## src/rtl/cpu_display_pkg.sv

```systemverilog
// cpu_display_pkg: select codes and hex glyph table for the front-panel display
package cpu_display_pkg;
  typedef logic [2:0] sel_t;
  localparam sel_t SEL_RAM       = 3'd0;
  localparam sel_t SEL_CYCLES    = 3'd1;
  localparam sel_t SEL_CONDI     = 3'd2;
  localparam sel_t SEL_UNCONDI   = 3'd3;
  localparam sel_t SEL_CONDI_SUC = 3'd4;
  localparam sel_t SEL_SYSCALL   = 3'd5;
  localparam sel_t SEL_PC        = 3'd6;
  // active-high gfedcba patterns for hex digits 0..F
  localparam logic [6:0] SEG7_LUT [16] = '{
    7'h3F, 7'h06, 7'h5B, 7'h4F, 7'h66, 7'h6D, 7'h7D, 7'h07,
    7'h7F, 7'h6F, 7'h77, 7'h7C, 7'h39, 7'h5E, 7'h79, 7'h71
  };
  function automatic logic [6:0] seg7(input logic [3:0] n);
    return SEG7_LUT[n];
  endfunction
endpackage

```

## src/rtl/seg_display_select_if.sv

```systemverilog
// seg_display_select_if: debug words and select code in, digit/segment drives out
interface seg_display_select_if;
  import cpu_display_pkg::*;
  sel_t        display;
  logic [31:0] ram_display;
  logic [31:0] total_cycles;
  logic [31:0] condi_num;
  logic [31:0] uncondi_num;
  logic [31:0] condi_suc_num;
  logic [31:0] syscall_out;
  logic [31:0] show_pc;
  logic [7:0]  AN;
  logic [7:0]  SEG;
  modport master (
    output display, ram_display, total_cycles, condi_num, uncondi_num,
           condi_suc_num, syscall_out, show_pc,
    input  AN, SEG
  );
  modport slave (
    input  display, ram_display, total_cycles, condi_num, uncondi_num,
           condi_suc_num, syscall_out, show_pc,
    output AN, SEG
  );
endinterface

```

## src/rtl/seg_display_select_hex_to_seg7.sv

```systemverilog
// hex_to_seg7: nibble to active-high gfedcba segment pattern
module hex_to_seg7
  import cpu_display_pkg::*;
(
  input  logic [3:0] i_nibble,
  output logic [6:0] o_seg
);
  assign o_seg = seg7(i_nibble);
endmodule

```

## src/rtl/seg_display_select.sv

```systemverilog
// seg_display_select: picks a debug word and scans it as 8 hex digits onto the display
module seg_display_select
  import cpu_display_pkg::*;
#(
  parameter int SCAN_DIV = 100000
) (
  input logic clk,
  input logic rst,
  seg_display_select_if.slave bus
);
  localparam int W = SCAN_DIV > 1 ? $clog2(SCAN_DIV) : 1;
  localparam logic [W-1:0] DIV_MAX = W'(SCAN_DIV - 1);
  logic [W-1:0] r_div_cnt;
  logic [2:0]   r_digit_idx;
  logic [7:0]   r_an;
  logic [7:0]   r_seg;
  logic [31:0]  w_sel_word;
  logic [3:0]   w_nibble;
  logic [6:0]   w_seg;
  logic         w_wrap;
  always_comb begin
    w_sel_word = '0;
    case (bus.display)
      SEL_RAM:       w_sel_word = bus.ram_display;
      SEL_CYCLES:    w_sel_word = bus.total_cycles;
      SEL_CONDI:     w_sel_word = bus.condi_num;
      SEL_UNCONDI:   w_sel_word = bus.uncondi_num;
      SEL_CONDI_SUC: w_sel_word = bus.condi_suc_num;
      SEL_SYSCALL:   w_sel_word = bus.syscall_out;
      SEL_PC:        w_sel_word = bus.show_pc;
      default:       w_sel_word = '0;
    endcase
  end
  assign w_nibble = w_sel_word[{r_digit_idx, 2'b00} +: 4];
  assign w_wrap   = r_div_cnt == DIV_MAX;
  hex_to_seg7 u_hex (.i_nibble(w_nibble), .o_seg(w_seg));
  always_ff @(posedge clk) begin
    if (rst) begin
      r_div_cnt   <= '0;
      r_digit_idx <= '0;
      r_an        <= '1;
      r_seg       <= '1;
    end else begin
      r_div_cnt   <= w_wrap ? '0 : r_div_cnt + 1'b1;
      r_digit_idx <= w_wrap ? r_digit_idx + 3'd1 : r_digit_idx;
      r_an        <= ~(8'b1 << r_digit_idx);
      r_seg       <= ~{1'b0, w_seg};
    end
  end
  assign bus.AN  = r_an;
  assign bus.SEG = r_seg;
endmodule

```

## src/flat_wrapper.sv

```systemverilog
// flat-port wrapper written by rule: the top's interface ports become plain ports
module seg_display_select_flat import cpu_display_pkg::*;
#(
  parameter int SCAN_DIV = 100000
)
  (clk, rst, bus_display, bus_ram_display, bus_total_cycles, bus_condi_num, bus_uncondi_num, bus_condi_suc_num, bus_syscall_out, bus_show_pc, bus_AN, bus_SEG);
  seg_display_select_if bus_i ();
  input logic clk;
  input logic rst;
  input wire logic [$bits(bus_i.display)-1:0] bus_display;
  input wire logic [$bits(bus_i.ram_display)-1:0] bus_ram_display;
  input wire logic [$bits(bus_i.total_cycles)-1:0] bus_total_cycles;
  input wire logic [$bits(bus_i.condi_num)-1:0] bus_condi_num;
  input wire logic [$bits(bus_i.uncondi_num)-1:0] bus_uncondi_num;
  input wire logic [$bits(bus_i.condi_suc_num)-1:0] bus_condi_suc_num;
  input wire logic [$bits(bus_i.syscall_out)-1:0] bus_syscall_out;
  input wire logic [$bits(bus_i.show_pc)-1:0] bus_show_pc;
  output wire logic [$bits(bus_i.AN)-1:0] bus_AN;
  output wire logic [$bits(bus_i.SEG)-1:0] bus_SEG;
  assign bus_i.display = bus_display;
  assign bus_i.ram_display = bus_ram_display;
  assign bus_i.total_cycles = bus_total_cycles;
  assign bus_i.condi_num = bus_condi_num;
  assign bus_i.uncondi_num = bus_uncondi_num;
  assign bus_i.condi_suc_num = bus_condi_suc_num;
  assign bus_i.syscall_out = bus_syscall_out;
  assign bus_i.show_pc = bus_show_pc;
  assign bus_AN = bus_i.AN;
  assign bus_SEG = bus_i.SEG;
  seg_display_select #(.SCAN_DIV(SCAN_DIV)) u_core (.clk(clk), .rst(rst), .bus(bus_i));
endmodule
```

## config.mk

```make
export PLATFORM = sky130hd
export DESIGN_NAME = seg_display_select_flat
export DESIGN_NICKNAME = d
export VERILOG_FILES = /design/src/rtl/cpu_display_pkg.sv /design/src/rtl/seg_display_select_if.sv /design/src/rtl/seg_display_select_hex_to_seg7.sv /design/src/rtl/seg_display_select.sv /design/src/flat_wrapper.sv
export SDC_FILE = /design/constraint.sdc
export NUM_CORES = 1
export LEC_CHECK = 0
export ABC_CLOCK_PERIOD_IN_PS = 6930
export CORE_MARGIN = 3
export CORE_UTILIZATION = 25
export DETAILED_ROUTE_END_ITERATION = 10
export GPL_TIMING_DRIVEN = 0
export SYNTH_ARGS = -nofsm -noshare
export SYNTH_HDL_FRONTEND = slang
export SYNTH_SLANG_ARGS = --single-unit
```

## constraint.sdc

```tcl
create_clock -name clk -period 6.93 [get_ports clk]
set_clock_uncertainty 0.1 [all_clocks]
set_input_delay 1.386 -clock clk [delete_from_list [all_inputs] [get_ports clk]]
set_output_delay 1.386 -clock clk [all_outputs]
set_load 0.01 [all_outputs]
```

==> flow_summary.toml <==
[setup_path]
arrival_ns = 5.64
endpoint_kind = "flop"
worstPathMaxFanout = 10
cp.required_ns = 6.98
start_kind = "input port"
critical_path_class = "in2reg"
rr_worst_depth = 10

[clock_tree]
cts_root_buf = "clkbuf_16"
cts_max_level = 2
numCtsBuffers = 5
cts.clk_slew.worst_paths_ns = 0.05
ctsHoldBuffers = 0
post_cts_resize_count = 0
cts_tree = "built"
cts_setup_buffers = 0
cts_buffer_depth = 2
clock_sinks = 35
clk_latency_ns = 0.28

[sta]
hold_viol_final = 0
final-setup-viol-count = 0
fin_crit_sh_pct = 80.73
max_freq_mhz = 178.7
maxSlewHeadroom_pct = 36.45
worst_pin_slew_ns = 0.9445
min_period_ns = 5.595
setup_tns_ns = 0
rsz0062_at_grt = "false"
drv_slew = 0

[worst_hold_path]
hold_depth = 1
min_path_type = "reg2reg"

[synthesis]
synth_area_um2 = 3737
synthDistinctLibCells = 65
avgSynthCellArea_um2 = 8.287
seq_area_frac_synth_pct = 18.75
yosys_register_bits = 35
yosys.area_share.simple_pct = 17.11
synth-compound-area-share_pct = 27.28
synthCells = 451
synthFlopType = "dfxtp_1"
synth_nets = 694
synth_enable_flop_cells = 0
synthArstFlopShare_pct = 0
synthMuxAreaShare_pct = 20.92
ys_warn_count = 0
synth-xor-area-share_pct = 3.984
synthAdderAreaFrac_pct = 4.687
synth_top_family_by_area = "compound AO/OA/AOI/OAI gates"

[grt]
grt_max_degree = 12
track_usage_pct = 22.44
gr-total-overflow = 0
grt_pass1_vias = 5061
grt_pass1_wl_um = 28390
antenna_found_initial = 1

[routing]
vias = 4722
drcViolationCount = 0
first_pass_iters = 4
ant_nets = 0
via_per_inst = 5.336
totalWireLength_um = 19170
drt_iter0_markers = 290
wl_per_cell_um = 21.66

[power_and_ir_drop]
pwr-share-comb_pct = 40.9
leakagePower_nw = 2.458
internal_power_mw = 0.5838
peakVddDrop_v = 0.0001093
p_switching_mw = 0.2101
seq_power_share_pct = 26.8
pwr-share-clk_pct = 32.3
power_density_nw_per_um2 = 120.9
switching_share_pct = 26.46

[placement]
placed_cell_area_um2 = 6390
place_hpwl_um = 15980
io_buffers = 242
place.gp.congestion = 0.8681

[floorplan]
chipHeight_um = 128.3
dieArea_um2 = 16450
start_util_pct = 25.62
die_w_um = 128.3
ioPinCount = 245
fp.coreArea_um2 = 14590
rows = 44

[layout]
final_common_cell = "clkdlybuf4s50_1"
num-fill-cells = 1472
regArea_um2 = 700.7
nets = 943
multi_input_area_um2 = 2769
diodes = 0
area_growth_pct = 75.63
drive_above_1_share_pct = 9.558
design_area_um2 = 6564
layout_common_cells = "clkdlybuf4s50_1 (242), nor2_1 (42), mux2i_1 (35), dfxtp_1 (35), nand3_1 (25)"

[run_status]
status = "complete, no violations"

[job]
max-cap-violations = 0
==> sequential cells by signal (all words and copies together), names as in the netlist <==
name	count
u_core.r_div_cnt	17
u_core.bus.AN	8
u_core.bus.SEG	7
u_core.r_digit_idx	3
==> worst paths after layout <==
| kind | start | endpoint | slack (ns) |
|---|---|---|---|
| worst min-delay path | u_core.r_div_cnt[0] | u_core.r_div_cnt[0] | 0.35 |
| worst max register to register | u_core.r_digit_idx[0] | u_core.bus.SEG[0] | 3.10 |
| worst max-delay path | bus_display[0] | u_core.bus.SEG[0] | 1.34 |
| worst min register to register | u_core.r_div_cnt[0] | u_core.r_div_cnt[0] | 0.35 |
==> cells in the mapped netlist, drive strengths merged, types with 2 or more instances <==
| master | count | area share, % |
|---|---|---|
| a211oi | 7 | 1.4 |
| nand3 | 25 | 3.3 |
| clkbuf | 17 | 1.7 |
| dfxtp | 35 | 19 |
| o211ai | 3 | 0.60 |
| a31oi | 7 | 1.2 |
| mux4 | 6 | 3.6 |
| buf | 22 | 4.2 |
| nor2 | 42 | 4.2 |
| a41oi | 2 | 0.47 |
| xor2 | 8 | 1.9 |
| nand3b | 2 | 0.40 |
| nor3 | 4 | 0.54 |
| o2bb2ai | 3 | 0.70 |
| o21ai | 21 | 2.8 |
| o311a | 2 | 0.54 |
| a221oi | 17 | 4.3 |
| ha | 14 | 4.7 |
| o2111ai | 2 | 0.47 |
| mux2 | 26 | 7.9 |
| nor2b | 5 | 0.84 |
| xnor2 | 9 | 2.1 |
| nand2b | 8 | 1.3 |
| inv | 12 | 1.2 |
| a221o | 7 | 1.9 |
| mux2i | 35 | 9.4 |
| and2 | 3 | 0.50 |
| o22ai | 7 | 1.3 |
| nand2 | 20 | 2.0 |
| o311ai | 4 | 0.94 |
| a22oi | 13 | 2.6 |
| and3 | 7 | 1.2 |
| and3b | 4 | 0.94 |
| o221ai | 9 | 2.1 |
| nor4 | 2 | 0.33 |
| or2 | 2 | 0.33 |
| a21oi | 16 | 2.1 |
| a32o | 2 | 0.54 |
| a22o | 2 | 0.47 |
| nand4 | 3 | 0.50 |
==> power groups by stage <==
| stage | sequential, mW | combinational, mW | clock [mW] |
|---|---|---|---|
| finish | 0.212 | 0.325 | 0.257 |
| CTS | 0.212 | 0.324 | 0.266 |
| global placement | 0.217 | 0.320 | 0 |
| detailed placement | 0.217 | 0.322 | 0 |
| global route | 0.213 | 0.346 | 0.273 |
| floorplan | 0.220 | 0.128 | 0 |
==> stage by stage <==
| stage | hold slack, ns | total power [mW] | util (%) | setup WS, ns | instances |
|---|---|---|---|---|---|
| 5_1_grt | 0.3763 | 0.8319 | 44.99 | 1.131 | 885 |
| 3_5_place_dp | 0.3401 | 0.5391 | 43.80 | 1.198 | 877 |
| 6_report | 0.3483 | 0.7939 | 44.99 | 1.335 | 885 |
| 4_1_cts | 0.3519 | 0.8019 | 44.99 | 1.468 | 885 |
| 3_3_place_gp | 0.3291 | 0.5364 | 43.80 | 1.274 | 877 |
| 2_1_floorplan | 0.3175 | 0.3484 | - | 2.504 | 451 |
==> layout make-up <==
class                   count  area share, %
clock inverters             2         0.5337
well taps                 184          3.507
clock buffers               6          2.116
multi-input cells         364          42.18
inverters                  13         0.7434
repair buffers            242          36.90
plain buffers              39          3.336
flip-flops and latches     35          10.67
==> kinds of logic after synthesis <==
kind of cell / Yosys count
compound gates: 135
xor+xnor: 17
fa+ha+maj: 14
buf+inv: 52
flops: 35
mux: 67
other cells: 1
simple gates: 130
==> critical path, stage by stage <==
cell and delay [ns]:
clkdlybuf4s50_1 0.52, buf_2 0.23, buf_2 0.29, buf_4 0.26, buf_4 0.23, buf_2 0.26
mux2i_1 0.21, o22ai_1 0.10, o311ai_0 0.52, a21oi_1 0.18, nor2_1 0.32, inv_1 0.15
ha_1 0.29, or4_1 0.54, o311a_1 0.14
==> metal layers <==
| layer | share of wire, % | global-route usage (%) | routed length, µm | up-vias |
|---|---|---|---|---|
| li1 | - | - | - | 2233 |
| met2 | 50 | 40.58 | 9626 | 242 |
| met1 | 39 | 26.66 | 7448 | 2220 |
| met5 | 0.068 | 0 | 13 | - |
| met4 | 2.2 | 5.431 | 414 | 2 |
| met3 | 8.7 | 5.167 | 1668 | 25 |
Note: power is estimated with default switching activity, not from simulation.
